### config.mk
export PLATFORM = sky130hd
export DESIGN_NAME = ram_bank_arbiter
export DESIGN_NICKNAME = d
export VERILOG_FILES = /design/src/rtl/ram_bank_pkg.sv /design/src/rtl/ram_bank_arbiter_rr_arb2.sv /design/src/rtl/ram_bank_arbiter.sv
export SDC_FILE = /design/constraint.sdc
export NUM_CORES = 1
export LEC_CHECK = 0
export CAP_MARGIN = 20
export CORE_MARGIN = 2
export CORE_UTILIZATION = 25
export DETAILED_ROUTE_END_ITERATION = 10
export PLACE_DENSITY_LB_ADDON = 0.12
export SYNTH_ARGS = -nofsm -noshare
export SYNTH_HDL_FRONTEND = slang
export SYNTH_HIERARCHICAL = 1
export SYNTH_SLANG_ARGS = --single-unit
export TNS_END_PERCENT = 30
### constraint.sdc
create_clock -name clk -period 2.01 [get_ports clk]
set_clock_uncertainty 0.15 [all_clocks]
set_input_delay 0.3015 -clock clk [delete_from_list [all_inputs] [get_ports clk]]
set_output_delay 0.3015 -clock clk [all_outputs]
set_load 0.02 [all_outputs]
### src/rtl/ram_bank_pkg.sv
// Shared constants and state encoding for the RAM bank sequencer/arbiter.
package ram_bank_pkg;

  // Geometry of one 1Kx8 RAM chip.
  localparam int RAM_AW = 10;
  localparam int RAM_DW = 8;

  // Sequencer states: IDLE -> SETUP -> STROBE -> HOLD -> IDLE.
  typedef logic [1:0] state_t;
  localparam state_t ST_IDLE   = 2'd0;
  localparam state_t ST_SETUP  = 2'd1;
  localparam state_t ST_STROBE = 2'd2;
  localparam state_t ST_HOLD   = 2'd3;

endpackage

### src/rtl/ram_bank_arbiter_rr_arb2.sv
// Two-way round-robin arbiter. A lone request always wins; on a tie the
// requester that was not granted last wins. The history only moves on an
// actual grant (i_grant_en with a non-zero grant).
module rr_arb2 (
  input  logic       clk,
  input  logic       rst_n,
  input  logic [1:0] i_req,
  input  logic       i_grant_en,
  output logic [1:0] o_gnt,
  output logic       o_rr_last
);

  logic r_rr_last;

  // Grant decode from the current requests and the last winner.
  always_comb begin
    o_gnt = 2'b00;
    case (i_req)
      2'b01:   o_gnt = 2'b01;
      2'b10:   o_gnt = 2'b10;
      2'b11:   o_gnt = r_rr_last ? 2'b01 : 2'b10;
      default: o_gnt = 2'b00;
    endcase
  end

  // Remember who won; reset to 1 so requester 0 takes the first tie.
  always_ff @(posedge clk) begin
    if (!rst_n) begin
      r_rr_last <= 1'b1;
    end else if (i_grant_en && (o_gnt != 2'b00)) begin
      r_rr_last <= o_gnt[1];
    end
  end

  assign o_rr_last = r_rr_last;

endmodule

### src/rtl/ram_bank_arbiter.sv
// Shares a bank of NUM_CHIPS 1Kx8 RAM chips between two requesters. A flat
// address is split into chip index (upper bits) and word address (low 10
// bits). Each access runs SETUP, STROBE (active-low chip select held for
// STROBE_CYCLES cycles) and HOLD, so address, data and write enable are
// always stable around both edges of the chip select.
//
// Handshake: a requester raises mX_valid with we/addr/wdata and keeps them
// stable until it sees mX_ready high for one cycle; the command was taken on
// the clock edge that raised ready. Read data returns later as a one-cycle
// mX_rvalid pulse, with mX_rdata held until the next pulse. Writes return
// nothing.
module ram_bank_arbiter
  import ram_bank_pkg::*;
#(
  parameter int NUM_CHIPS     = 4,
  parameter int STROBE_CYCLES = 2,
  localparam int CW = $clog2(NUM_CHIPS),
  localparam int AW = RAM_AW + CW
) (
  input  logic                        clk,
  input  logic                        rst_n,
  input  logic                        m0_valid,
  output logic                        m0_ready,
  input  logic                        m0_we,
  input  logic [AW-1:0]               m0_addr,
  input  logic [RAM_DW-1:0]           m0_wdata,
  output logic                        m0_rvalid,
  output logic [RAM_DW-1:0]           m0_rdata,
  input  logic                        m1_valid,
  output logic                        m1_ready,
  input  logic                        m1_we,
  input  logic [AW-1:0]               m1_addr,
  input  logic [RAM_DW-1:0]           m1_wdata,
  output logic                        m1_rvalid,
  output logic [RAM_DW-1:0]           m1_rdata,
  output logic [RAM_AW-1:0]           mem_addr,
  output logic [RAM_DW-1:0]           mem_wdata,
  output logic                        mem_we,
  output logic [NUM_CHIPS-1:0]        mem_cs_n,
  input  logic [RAM_DW*NUM_CHIPS-1:0] mem_rdata,
  output state_t                      dbg_state
);

  state_t                r_state;
  logic [3:0]            r_cnt;
  logic                  r_owner;
  logic [CW-1:0]         r_chip;
  logic                  r_we;
  logic [RAM_AW-1:0]     r_addr;
  logic [RAM_DW-1:0]     r_wdata;
  logic [NUM_CHIPS-1:0]  r_cs_n;
  logic                  r_m0_ready;
  logic                  r_m1_ready;
  logic                  r_m0_rvalid;
  logic                  r_m1_rvalid;
  logic [RAM_DW-1:0]     r_m0_rdata;
  logic [RAM_DW-1:0]     r_m1_rdata;

  logic [1:0]            w_req;
  logic [1:0]            w_gnt;
  logic                  w_rr_last;
  logic                  w_accept;
  logic                  w_sel_we;
  logic [AW-1:0]         w_sel_addr;
  logic [RAM_DW-1:0]     w_sel_wdata;
  logic [NUM_CHIPS-1:0]  w_cs_sel;
  logic [RAM_DW-1:0]     w_rd_slice;

  // Requests only count while the sequencer is free to take a command.
  assign w_req    = (r_state == ST_IDLE) ? {m1_valid, m0_valid} : 2'b00;
  assign w_accept = (w_req != 2'b00);

  rr_arb2 u_arb (
    .clk        (clk),
    .rst_n      (rst_n),
    .i_req      (w_req),
    .i_grant_en (w_accept),
    .o_gnt      (w_gnt),
    .o_rr_last  (w_rr_last)
  );

  // Command mux toward the winner.
  assign w_sel_we    = w_gnt[1] ? m1_we    : m0_we;
  assign w_sel_addr  = w_gnt[1] ? m1_addr  : m0_addr;
  assign w_sel_wdata = w_gnt[1] ? m1_wdata : m0_wdata;

  // One-hot select of the latched chip and its read-data lane.
  assign w_cs_sel   = {{(NUM_CHIPS-1){1'b0}}, 1'b1} << r_chip;
  assign w_rd_slice = mem_rdata[int'(r_chip)*RAM_DW +: RAM_DW];

  // Sequencer: arbitration, command latch, strobe timing and read capture.
  always_ff @(posedge clk) begin
    if (!rst_n) begin
      r_state     <= ST_IDLE;
      r_cnt       <= 4'd0;
      r_owner     <= 1'b0;
      r_chip      <= '0;
      r_we        <= 1'b0;
      r_addr      <= '0;
      r_wdata     <= '0;
      r_cs_n      <= '1;
      r_m0_ready  <= 1'b0;
      r_m1_ready  <= 1'b0;
      r_m0_rvalid <= 1'b0;
      r_m1_rvalid <= 1'b0;
      r_m0_rdata  <= '0;
      r_m1_rdata  <= '0;
    end else begin
      r_m0_ready  <= 1'b0;
      r_m1_ready  <= 1'b0;
      r_m0_rvalid <= 1'b0;
      r_m1_rvalid <= 1'b0;
      case (r_state)
        ST_IDLE: begin
          if (w_accept) begin
            r_owner    <= w_gnt[1];
            r_we       <= w_sel_we;
            r_addr     <= w_sel_addr[RAM_AW-1:0];
            r_chip     <= w_sel_addr[AW-1:RAM_AW];
            r_wdata    <= w_sel_wdata;
            r_m0_ready <= w_gnt[0];
            r_m1_ready <= w_gnt[1];
            r_state    <= ST_SETUP;
          end
        end
        ST_SETUP: begin
          r_cs_n  <= ~w_cs_sel;
          r_cnt   <= 4'(STROBE_CYCLES - 1);
          r_state <= ST_STROBE;
        end
        ST_STROBE: begin
          if (r_cnt == 4'd0) begin
            r_cs_n  <= '1;
            r_state <= ST_HOLD;
          end else begin
            r_cnt <= r_cnt - 4'd1;
          end
        end
        ST_HOLD: begin
          if (!r_we) begin
            if (r_owner) begin
              r_m1_rdata  <= w_rd_slice;
              r_m1_rvalid <= 1'b1;
            end else begin
              r_m0_rdata  <= w_rd_slice;
              r_m0_rvalid <= 1'b1;
            end
          end
          r_we    <= 1'b0;
          r_state <= ST_IDLE;
        end
        default: begin
          r_cs_n  <= '1;
          r_state <= ST_IDLE;
        end
      endcase
    end
  end

  assign m0_ready  = r_m0_ready;
  assign m1_ready  = r_m1_ready;
  assign m0_rvalid = r_m0_rvalid;
  assign m1_rvalid = r_m1_rvalid;
  assign m0_rdata  = r_m0_rdata;
  assign m1_rdata  = r_m1_rdata;
  assign mem_addr  = r_addr;
  assign mem_wdata = r_wdata;
  assign mem_we    = r_we;
  assign mem_cs_n  = r_cs_n;
  assign dbg_state = r_state;

  // Arbiter history is internal; only its grants matter here.
  logic w_unused;
  assign w_unused = w_rr_last;

endmodule
==> implementation parameters <==
Parameter                              Value

Outcome
  Result of the run ... finished, final reports clean

Place
  HPWL Detailed ... 5.195 mm
  Placer's final routability congestion estimate ... about 0.71
  Number of cells after detailed placement ... 497
  Input/output buffers ... roughly 120
  Minimum setup slack after placement ... -0.1818 ns

Route
  Iteration-0 DRC Markers ... between 60 and 70
  Number of remaining DRC errors ... 0
  Routed wire length ... 6.910 mm
  Number of iterations in the first detailed-routing pass ... 4
  Routed len/inst ... 13.60 um
  Via/cell ratio ... 4.510
  Detail Route Antenna Nets ... 0
  Detailed-route via count ... 2,291

Power and ir drop
  Combinational power share ... about half
  Net Sw Power ... between 1.5 and 2 mW
  Internal power ... 2.963 mW
  Total power consumption of the routed design ... 4.533 mW
  PD cells ... 1089 nW/um^2
  Sw frac ... 34.65%
  Maximum vdd drop ... 0.0005454 V
  LEAKAGE ... between 1.5 and 2 nW
  Sequential Power Share ... 31.6%
  Clock share of power ... 19.1%

Timing
  Actual transition at the worst max-transition pin ... roughly 0.53 ns
  Final setup vio count ... 0
  Achievable frequency ... roughly 520 MHz
  Max Slew Vio Count ... 0
  Portion of the clock cycle consumed by the worst path in the final layout ... 95.22%
  Clock period minus final worst setup slack ... 1.914 ns
  Max_slew headroom ... 64.63%
  Final setup margin ... 0.09603 ns
  Final number of hold-violating endpoints ... 0
  Total Neg Setup Slack ... 0 ns

Global route
  Gr usage total ... 12.64%
  Initial antenna violation count ... 0
  Maximum number of pins on one net before global-route repair ... 23
  Vias in the first global route ... around 2,300
  Remaining Overflow, GRT ... 0
  Global-route wire length before repair ... between 10 and 15 mm

Worst setup path
  Kind of end point of the critical path ... flop
  Crit-path max cell delay ... 0.34 ns
  Cell-by-cell listing of the critical path ... inv_1, ha_1, and2_1, a21boi_4, buf_12, buf_12, mux2i_1, nand2_1, o211a_1
  Critical path class ... reg -> reg
  Most frequent cell on the critical path ... buf_12
  Kind of launch point of the worst setup path ... flop
  Critical Path Slowest Stage Cell ... dfxtp_2
  Endpoint required time on the critical path ... 2.07 ns
  Crit Path Max Fanout ... 8
  Data arrival time at the worst-slack endpoint ... slightly below 2 ns

Cells and area
  Non-filler cells in the finished layout ... 508
  Syn-to-layout area delta ... 65.74%
  Post-layout utilization of the core ... 42.60%
  Layout Nets ... 458
  Inserted Diodes ... 0
  Fraction of layout cells with a size suffix above 1 ... 13.33%

Synthesis
  Number of enable flip-flop cells after synthesis ... 0
  Total of warnings raised by yosys ... 6
  Top-count cell post-synth ... dfxtp_1
  Fraction of synthesis flops using an asynchronous set or reset pin ... 0%
  Sequential share of the synthesized area ... 42.23%
  Gate Count Post-Synth ... approximately 240
  Cell type with the largest total area after synthesis ... dfxtp_1
  Number of flip-flops and latches in the synthesized netlist ... 53
  Top cell type's share of synthesized area ... 42.23%
  Top cells by area in the synthesized netlist ... dfxtp_1, mux2i_1, o211a_1
  Distinct cell type count after synthesis ... 37
  Dominant synthesized flop cell ... dfxtp_1
  Mapped Avg Cell Area ... 10.30 um^2
  List of most frequent post-synthesis cells ... dfxtp_1, nand2_1, mux2i_1, o211a_1, o2bb2ai_1
  Mapped cell area ... 2512 um^2
  Synth Net Count ... 328

Die
  Starting utilization of the core area ... 25.70%
  Core Footprint ... around 9800 um^2
  Die span in y ... 104.2 um
  Standard-cell rows ... 36
  Num ports ... 123
  Die width ... 104.2 um
  Floorplan die area ... roughly 11,000 um^2

CTS
  Number of buffers added by the clock tree synthesis step ... 5
  Total number of clock tree sinks ... 53
  Max Root-Sink Buffers ... 2
  Hold Buf Count CTS ... 0
  Insertion delay of the later-clocked pin in the worst-skew pair ... 0.31 ns
  Clock tree from TritonCTS ... yes
  Root cell of the clock tree ... clkbuf_8
  Maximum level of the CTS H-tree ... 2
  Clock transition at the registers of the reported paths ... 0.10 ns

Min path
  Type of the most critical hold path ... in -> reg

Run
  Max-Cap Viols ... 0
[final timing paths]
path                 from               to  slack [ns]  cells past startpoint
max          dbg_state[0]     mem_wdata[0]         0.1                      9
max reg2reg  dbg_state[0]     mem_wdata[0]         0.1                      9
min                 rst_n  u_arb/o_rr_last        0.17                      2
min reg2reg   m0_rdata[2]      m0_rdata[2]        0.31                      2
[critical path: cells and delay by family (launching register included)]
kind	cells	cell delay, ns
buffers and inverters	3	0.34
AND/OR/NAND/NOR	2	0.25
flip-flops	1	0.34
adder cells (fa/ha/maj)	1	0.22
multiplexers	1	0.20
AO/OA/AOI/OAI	2	0.30
[area by class of cell]
cell class                 instances  area [um^2]
clock buffer                       5        68.82
timing repair buffer             143         1424
inverter                           8        30.03
tap                              133        166.4
sequential                        53         1064
fill                            1005         5610
clock inverter                     3        65.06
multi-input combinational        163         1346
[timing repair]
| item | 4_1_cts | 5_1_grt |
|---|---|---|
| setup buffers | 0 | 2 |
| resized for setup | 0 | 5 |
| endpoints found under the setup margin | 0 | 19 |
[power by group through the flow]
stage,logic (mW),clock network (mW),registers [mW]
final,2.23,0.864,1.43
after global routing,2.44,0.932,1.47
after CTS,2.15,0.900,1.44
after detailed placement,2.14,0,1.46
after global placement,2.13,0,1.46
after floorplan,1.06,0,1.66
[flip-flops by register name (all words and copies together) (netlist names)]
name,count
mem_addr,10
m0_rdata,8
m1_rdata,8
mem_wdata,8
mem_cs_n,4
r_cnt,4
dbg_state,2
r_chip,2
m0_ready,1
m0_rvalid,1
m1_ready,1
m1_rvalid,1
mem_we,1
r_owner,1
u_arb/o_rr_last,1
[metal layers]
layer / track usage (%) / vias to the layer above / part of all wire [%]
met5: 0 / - / 0
li1: - / 1140 / -
met4: 3.475 / 0 / 1.1
met2: 20.16 / 97 / 44
met1: 15.48 / 1047 / 44
met3: 5.576 / 7 / 11
[stage by stage]
| step | hold WS, ns | instance area, um^2 |
|---|---|---|
| floorplan | 0.2107 | 2524 |
| detailed placement | 0.3014 | 3964 |
| finish | 0.1674 | 4164 |
| CTS | 0.1638 | 4098 |
| global placement | 0.2978 | 3964 |
| global route | 0.1785 | 4164 |
[cell families after synthesis]
kind of cell	after synthesis	synth area share (%)
and+or+nand+nor	69	13.10
AOI/OAI and AO/OA	57	20.47
DFF	53	42.23
muxes	31	16.33
buffers and inverters	28	4.881
adders and majority gates	6	2.988
[cells in the final DEF, fill, tap and decap left out, types with 2 or more instances in the layout]
cell type          n
clkdlybuf4s50_1  121
dfxtp_1           51
nand2_1           43
mux2i_1           22
o211a_1           19
o2bb2ai_1         16
buf_4             16
mux4_2             8
inv_1              7
ha_1               6
and3_1             5
clkbuf_8           5
nand3_1            4
a21boi_0           4
and2_1             3
o21ai_0            3
o21ai_2            2
nor2_1             2
nand2b_1           2
nor2b_1            2
o22a_1             2
o32a_1             2
a211o_1            2
bufinv_16          2
dfxtp_2            2
buf_6              2
buf_12             2
Note: power is estimated with default switching activity, not from simulation.
